===== src/rtl/branch_comparator.sv =====
// Branch comparator: evaluates the RISC-V branch magnitude conditions on RS1/RS2 by scanning
// CHUNK-bit slices MSB-first. Define BRCMP_EARLY_EXIT_EN to finish on the first differing slice.
module branch_comparator #(
  parameter int CHUNK = 8
) (
  input  logic        clk,
  input  logic        rst_n,
  input  logic        start,
  input  logic [2:0]  Funct3,
  input  logic [31:0] RS1,
  input  logic [31:0] RS2,
  output logic        ready,
  output logic        busy,
  output logic        done,
  output logic        zero,
  output logic        B_Flag
);
  localparam int NCHUNK = 32 / CHUNK;
  localparam int IDXW   = (NCHUNK > 1) ? $clog2(NCHUNK) : 1;
  localparam logic [IDXW-1:0] IDX_TOP = IDXW'(NCHUNK - 1);

  typedef enum logic [1:0] {IDLE, CMP, DONE} state_t;

  state_t          state;
  logic [31:0]     a_q, b_q;
  logic [2:0]      f3_q;
  logic [IDXW-1:0] idx;
  logic            decided, eq, lt_s, lt_u;

  logic [5:0]       shamt;
  logic [CHUNK-1:0] a_c, b_c;
  logic signed [CHUNK-1:0] a_cs, b_cs;
  logic             take, last, finish;
  logic             decided_n, eq_n, lt_s_n, lt_u_n;

  function automatic logic branch_flag(input logic [2:0] f3, input logic s_lt, input logic u_lt);
    case (f3)
      3'b100:  return s_lt;
      3'b101:  return !s_lt;
      3'b110:  return u_lt;
      3'b111:  return !u_lt;
      default: return 1'b0;
    endcase
  endfunction

  always_comb begin
    shamt = 6'(idx) * 6'(CHUNK);
    a_c   = CHUNK'(a_q >> shamt);
    b_c   = CHUNK'(b_q >> shamt);
    a_cs  = $signed(a_c);
    b_cs  = $signed(b_c);
    take  = !decided && (a_c != b_c);
    last  = (idx == '0);
    decided_n = decided | take;
    eq_n      = take ? 1'b0 : eq;
    lt_u_n    = take ? (a_c < b_c) : lt_u;
    // A signed compare of the top slice is the unsigned compare with bit 31 inverted.
    lt_s_n    = take ? ((idx == IDX_TOP) ? (a_cs < b_cs) : (a_c < b_c)) : lt_s;
`ifdef BRCMP_EARLY_EXIT_EN
    finish = last || take;
`else
    finish = last;
`endif
  end

  always_ff @(posedge clk) begin
    if (!rst_n) begin
      state   <= IDLE;
      a_q     <= '0;
      b_q     <= '0;
      f3_q    <= '0;
      idx     <= IDX_TOP;
      decided <= 1'b0;
      eq      <= 1'b1;
      lt_s    <= 1'b0;
      lt_u    <= 1'b0;
      zero    <= 1'b0;
      B_Flag  <= 1'b0;
    end else begin
      case (state)
        IDLE: begin
          if (start) begin
            state   <= CMP;
            a_q     <= RS1;
            b_q     <= RS2;
            f3_q    <= Funct3;
            idx     <= IDX_TOP;
            decided <= 1'b0;
            eq      <= 1'b1;
            lt_s    <= 1'b0;
            lt_u    <= 1'b0;
          end
        end
        CMP: begin
          decided <= decided_n;
          eq      <= eq_n;
          lt_s    <= lt_s_n;
          lt_u    <= lt_u_n;
          idx     <= idx - IDXW'(1);
          // Results latch from the post-update flags so the final slice is included.
          if (finish) begin
            state  <= DONE;
            zero   <= eq_n;
            B_Flag <= branch_flag(f3_q, lt_s_n, lt_u_n);
          end
        end
        DONE:    state <= IDLE;
        default: state <= IDLE;
      endcase
    end
  end

  assign ready = (state == IDLE);
  assign busy  = (state == CMP);
  assign done  = (state == DONE);

endmodule


===== config.mk =====
export PLATFORM = sky130hd
export DESIGN_NAME = branch_comparator
export DESIGN_NICKNAME = d
export VERILOG_FILES = /design/src/rtl/branch_comparator.sv
export SDC_FILE = /design/constraint.sdc
export NUM_CORES = 1
export LEC_CHECK = 0
export CAP_MARGIN = 20
export CORE_ASPECT_RATIO = 1.2
export CORE_MARGIN = 2
export CORE_UTILIZATION = 46
export DETAILED_ROUTE_END_ITERATION = 16
export PLACE_DENSITY = 0.85
export SYNTH_ARGS = -nofsm -noshare
export SYNTH_HDL_FRONTEND = slang
export SYNTH_SLANG_ARGS = --single-unit

===== constraint.sdc =====
create_clock -name clk -period 3.5 [get_ports clk]
set_clock_uncertainty 0.1 [all_clocks]
set_input_delay 0.525 -clock clk [delete_from_list [all_inputs] [get_ports clk]]
set_output_delay 0.525 -clock clk [all_outputs]
set_load 0.01 [all_outputs]

==> qor.yml, run 1 <==
run_status:
  outcome: "complete, no violations"
sta:
  fin_crit_ns: 3.17
  final-hold-violation-count: 0
  worst-slew-pin-transition_ns: 1.04
  grt_setup_unrepaired: "false"
  min_period_over_period_pct: 90.6
  max-slew-margin-rel_pct: 30.7
  fmax_ghz: 0.316
  finalMaxSlewViolations: 0
  finalSetupTns_ns: 0
  setup_viol: 0
yosys:
  synth_fp_nets: 494
  synth_edf_count: 0
  yosysWarnings: 0
  postSynthCellCount: 414
  syn_area_um2: 3620
  ys_ff_latch: 77
  synth_seq_area_share_pct: 42.5
  synthDistinctLibCells: 43
  synthFlopType: "dfxtp_1"
  syn_area_per_cell_um2: 8.76
  async_flop_share_pct: 0
layout:
  drive_gt1_share_pct: 8.75
  diodes: 0
  fillers: 627
  fin_area_um2: 4600
  regArea_um2: 1540
  final_nets: 556
  area_growth_pct: 26.9
  final_cell_mix: "nand2_1 (148), dfxtp_1 (77), clkdlybuf4s50_1 (73)"
  final_util_pct: 60.0
  multi_input_area_um2: 1940
  final_common_cell: "nand2_1"
floorplanning:
  start_util_pct: 47.3
  die_area_um2: 8610
  rows: 35
  core_um2: 7660
  die_h_um: 101
  die_w_um: 85.0
  io_pins: 75
global_routing:
  grt_pass1_wl_um: 13200
  grt_usage_pct: 19.5
  grt_pass1_vias: 3010
  antenna_found_initial: 0
  grt_start_max_net_pins: 78
  grt_overflow: 0
place:
  portBuffers: 74
  hpwlAfterDp_um: 6000
  dpl_cell_area_um2: 4420
  place_congestion: 0.829
routing:
  finalWirelength_um: 8180
  vias: 3015
  wl_per_cell_um: 14.3
  detail-route-antenna-nets: 0
  route.detailed.drc: 0
  vias_per_cell: 5.27
  drt_iter0_markers: 135
  firstDrtPassIters: 5
pwr:
  ir_drop_v: 0.000246
  power.total_mw: 1.96
  powerDensity_nw_per_um2: 427
  p_leak_nw: 1.77
setup_path:
  criticalPathCategory: "flip-flop to flip-flop"
  rrSetupSlack_ns: 0.33
  r2r-start: "idx[0]"
  cp_max_fo: 18
  arrival_ns: 3.36
  worstPathRequired_ns: 3.69
  cp-start-kind: "flip-flop"
  end_kind: "flip-flop"
  cp-startpoint: "idx[0]"
clock_network:
  cts_made_buffers: 9
  cts-root-buf: "clkbuf_8"
  post_cts_buffers: 0
  clk-insertion-delay-late_ns: 0.35
  htree_levels: 3
  cts_resized: 0
  cts.sinks: 77
  clk_pin_slew_ns: 0.08
  clock_path_buffers: 2
  cts_hold_buf: 0
  cts_tree: "done"
hold_path:
  hold_class: "flip-flop to flip-flop"
  hold_path.startpoint: "a_q[8]"
flow_run:
  maxCapViolations: 0
==> critical path: stages (launching register included) <==
cell      delay (ns)
dfxtp_1         0.37
buf_12          0.19
mux4_2          0.52
ha_1            0.37
nand4_2         0.16
nor2_1          0.08
a311oi_2        0.32
mux2_4          0.35
or4b_1          0.47
a31oi_1         0.16
==> kinds of logic after synthesis <==
group	after synthesis	synth area share [%]
AO/OA/AOI/OAI	93	19.1
flip-flops	77	42.5
buffers and inverters	40	4.18
AND/OR/NAND/NOR	174	19.6
XOR/XNOR	1	0.242
adder cells (fa/ha/maj)	10	3.45
multiplexers	19	10.9
==> Yosys cell counts, drive strengths merged (3+ instances only) <==
cell type / instances / share of area (%)
nor2: 8 / 0.83
a21o: 3 / 0.62
inv: 11 / 1.1
clkbuf: 27 / 2.8
ha: 10 / 3.5
nand4: 3 / 0.69
a21oi: 4 / 0.66
dfxtp: 77 / 43
a21boi: 69 / 14
o21ai: 5 / 0.69
nand2: 149 / 15
mux4: 16 / 9.9
==> metrics by stage <==
step	hold WS (ns)	std cells	worst slack, ns
2_1_floorplan	0.332	414	0.0297
3_3_place_gp	0.356	557	0.457
3_5_place_dp	0.361	557	0.346
4_1_cts	0.371	572	0.322
5_1_grt	0.394	572	0.171
6_report	0.367	572	0.331
==> worst paths after layout <==
kind            end  cells past startpoint
max reg2reg  B_Flag                      9
min          a_q[8]                      2
min reg2reg  a_q[8]                      2
max          B_Flag                      9
==> power breakdown <==
group | leakage [nW] | internal, mW | total, mW | switching (mW)
combinational | 1.05 | 0.205 | 0.384 | 0.180
sequential | 0.632 | 0.931 | 0.967 | 0.0361
clock | 0.0926 | 0.312 | 0.613 | 0.301
==> per-layer routing <==
layer	GRT usage (%)	share of wire [%]	vias up	wire, um
met5	0	0	-	0
li1	-	-	1518	-
met4	10.6	3.5	0	286
met1	20.0	38	1387	3150
met2	36.3	54	78	4390
met3	4.65	4.3	32	351
==> registers in the layout, summed over array words and instances, names as in the netlist <==
signal,flops
state,2
lt_u,1
f3_q,3
a_q,32
B_Flag,1
idx,2
zero,1
decided,1
lt_s,1
eq,1
b_q,32
==> final cells by class <==
class | instances | area share (%)
sequential | 77 | 33.5
inverter | 12 | 0.979
multi-input combinational | 297 | 42.1
timing repair buffer | 79 | 17.1
tap | 92 | 2.50
clock buffer | 14 | 3.75
clock inverter | 1 | 0.109
Note: power is estimated with default switching activity, not from simulation.
==> run 2, diff against run 1 <==
Settings changed: CORE_UTILIZATION 46 to 50, PLACE_DENSITY 0.85 to 0.87, TNS_END_PERCENT from default to 20.
Clock period 3.5 ns to 3 ns, I/O delays scaled along.
==> run 2 against run 1 <==
Net effect:
- routed wire length rose by 3.8%
- highest routed layer unchanged
- global-route usage rose by 3.5 points
- first-iteration DRC count rose by 21%
- utilization rose by 7.8 points
- critical path type unchanged
- maximum frequency rose by 6.2%
- via count rose by 2.5%
- setup slack got worse by 0.31 ns
- total power rose by 35%
- count of clock-buffer cells in the layout fell by 4
- flip-flop and latch count did not move
==> qor.yml, run 2 (synthesized netlist as in run 1, its figures left out) <==
floorplanning:
  io_pins: 75
  die_w_um: 81.7
  core_um2: 7150
  start_util_pct: 50.7
  die_h_um: 97.3
  rows: 34
  die_area_um2: 7950
global_routing:
  antenna_found_initial: 0
  grt_usage_pct: 23.0
  grt_pass1_wl_um: 13900
  grt_overflow: 0
  grt_pass1_vias: 3175
  grt_start_max_net_pins: 46
pwr:
  powerDensity_nw_per_um2: 546
  p_leak_nw: 1.84
  ir_drop_v: 0.000399
clock_network:
  clock_path_buffers: 2
  cts_tree: "done"
  clk_pin_slew_ns: 0.08
  htree_levels: 3
  cts-root-buf: "clkbuf_8"
  clk-insertion-delay-late_ns: 0.35
  cts_made_buffers: 9
  cts_hold_buf: 0
  cts.sinks: 77
setup_path:
  rrSetupSlack_ns: 0.02
  cp-startpoint: "idx[0]"
  criticalPathCategory: "flip-flop to flip-flop"
  cp_max_fo: 11
  rr_endpoint: "B_Flag"
  worstPathRequired_ns: 3.18
  end_kind: "flip-flop"
  r2r-start: "idx[0]"
  arrival_ns: 3.16
  r2r_cells: 10
  cp-start-kind: "flip-flop"
hold_path:
  whs_endpoint: "a_q[1]"
  whs_path_depth: 2
  hold_path.startpoint: "a_q[1]"
  hold_class: "flip-flop to flip-flop"
routing:
  wl_per_cell_um: 14.7
  vias_per_cell: 5.36
  firstDrtPassIters: 4
  route.detailed.drc: 0
  vias: 3089
  detail-route-antenna-nets: 0
  drt_iter0_markers: 164
  finalWirelength_um: 8490
layout:
  diodes: 0
  reg_top3: "a_q (32), b_q (32), f3_q (3)"
  final_util_pct: 67.9
  final_common_cell: "nand2_1"
  final_cell_mix: "nand2_1 (148), dfxtp_1 (76), clkdlybuf4s50_1 (73)"
  final_nets: 561
  drive_gt1_share_pct: 12.8
  area_growth_pct: 33.8
sta:
  finalSetupTns_ns: 0
  fmax_ghz: 0.335
  min_period_over_period_pct: 99.5
  setup_viol: 0
  grt_setup_unrepaired: "true"
  final-hold-violation-count: 0
  fin_crit_ns: 2.98
  max-slew-margin-rel_pct: 43.2
  worst-slew-pin-transition_ns: 0.848
  finalMaxSlewViolations: 0
place:
  place_congestion: 0.896
  hpwlAfterDp_um: 6210
  portBuffers: 74
run_status:
  outcome: "complete, no violations"
flow_run:
  maxCapViolations: 0
[run 2: repair_timing]
item,4_1_cts,5_1_grt
buffers inserted,1,0
endpoints found under the setup margin,1,1
pin swaps,2,1
resized for setup,5,1
[run 2: how the worst max path moves through the flow]
| stage | to | slack (ns) |
|---|---|---|
| after floorplan | B_Flag | -0.06 |
| after global placement | B_Flag | 0.11 |
| after detailed placement | B_Flag | 0.05 |
| after CTS | B_Flag | 0.009 |
| after global routing | B_Flag | -0.09 |
| final | B_Flag | 0.02 |
[run 2: routing by layer]
metal  GRT usage (%)  share of wire (%)  up-vias
met4            13.8                5.2        0
met2            40.3                 54      101
met3            5.48                4.2       40
li1                -                  -     1530
met1            23.8                 37     1418
met5               0                  0        -
[run 2: critical path, stage by stage (launching register included)]
cell	delay, ns
dfxtp_4	0.37
buf_12	0.14
mux4_2	0.51
inv_2	0.09
ha_4	0.21
nand4_4	0.11
nor2_1	0.07
a311oi_2	0.27
mux2_4	0.34
or4b_1	0.47
a31oi_1	0.23
[run 2: power by group]
group	total, mW	switching [mW]	leakage, nW	internal (mW)
sequential	1.13	0.0453	0.632	1.09
clock	1.02	0.379	0.123	0.637
combinational	0.501	0.226	1.09	0.274
total	2.65	0.650	1.84	2.00
[run 2: area by class of cell]
| class | count | area (um^2) |
|---|---|---|
| clock buffer | 10 | 128 |
| fill | 549 | 2300 |
| tap | 90 | 113 |
| sequential | 77 | 1550 |
| timing repair buffer | 84 | 861 |
| multi-input combinational | 297 | 2020 |
| clock inverter | 6 | 135 |
| inverter | 12 | 45.0 |
[run 2: metrics by stage]
step / total power [mW] / hold WS (ns) / worst slack (ns) / std cells / area, um^2
2_1_floorplan: 1.45 / 0.332 / -0.0601 / 414 / 3730
3_3_place_gp: 1.62 / 0.351 / 0.110 / 559 / 4570
3_5_place_dp: 1.64 / 0.357 / 0.0469 / 559 / 4570
4_1_cts: 2.65 / 0.369 / 0.00854 / 576 / 4850
5_1_grt: 2.75 / 0.391 / -0.0862 / 576 / 4850
6_report: 2.65 / 0.365 / 0.0159 / 576 / 4850
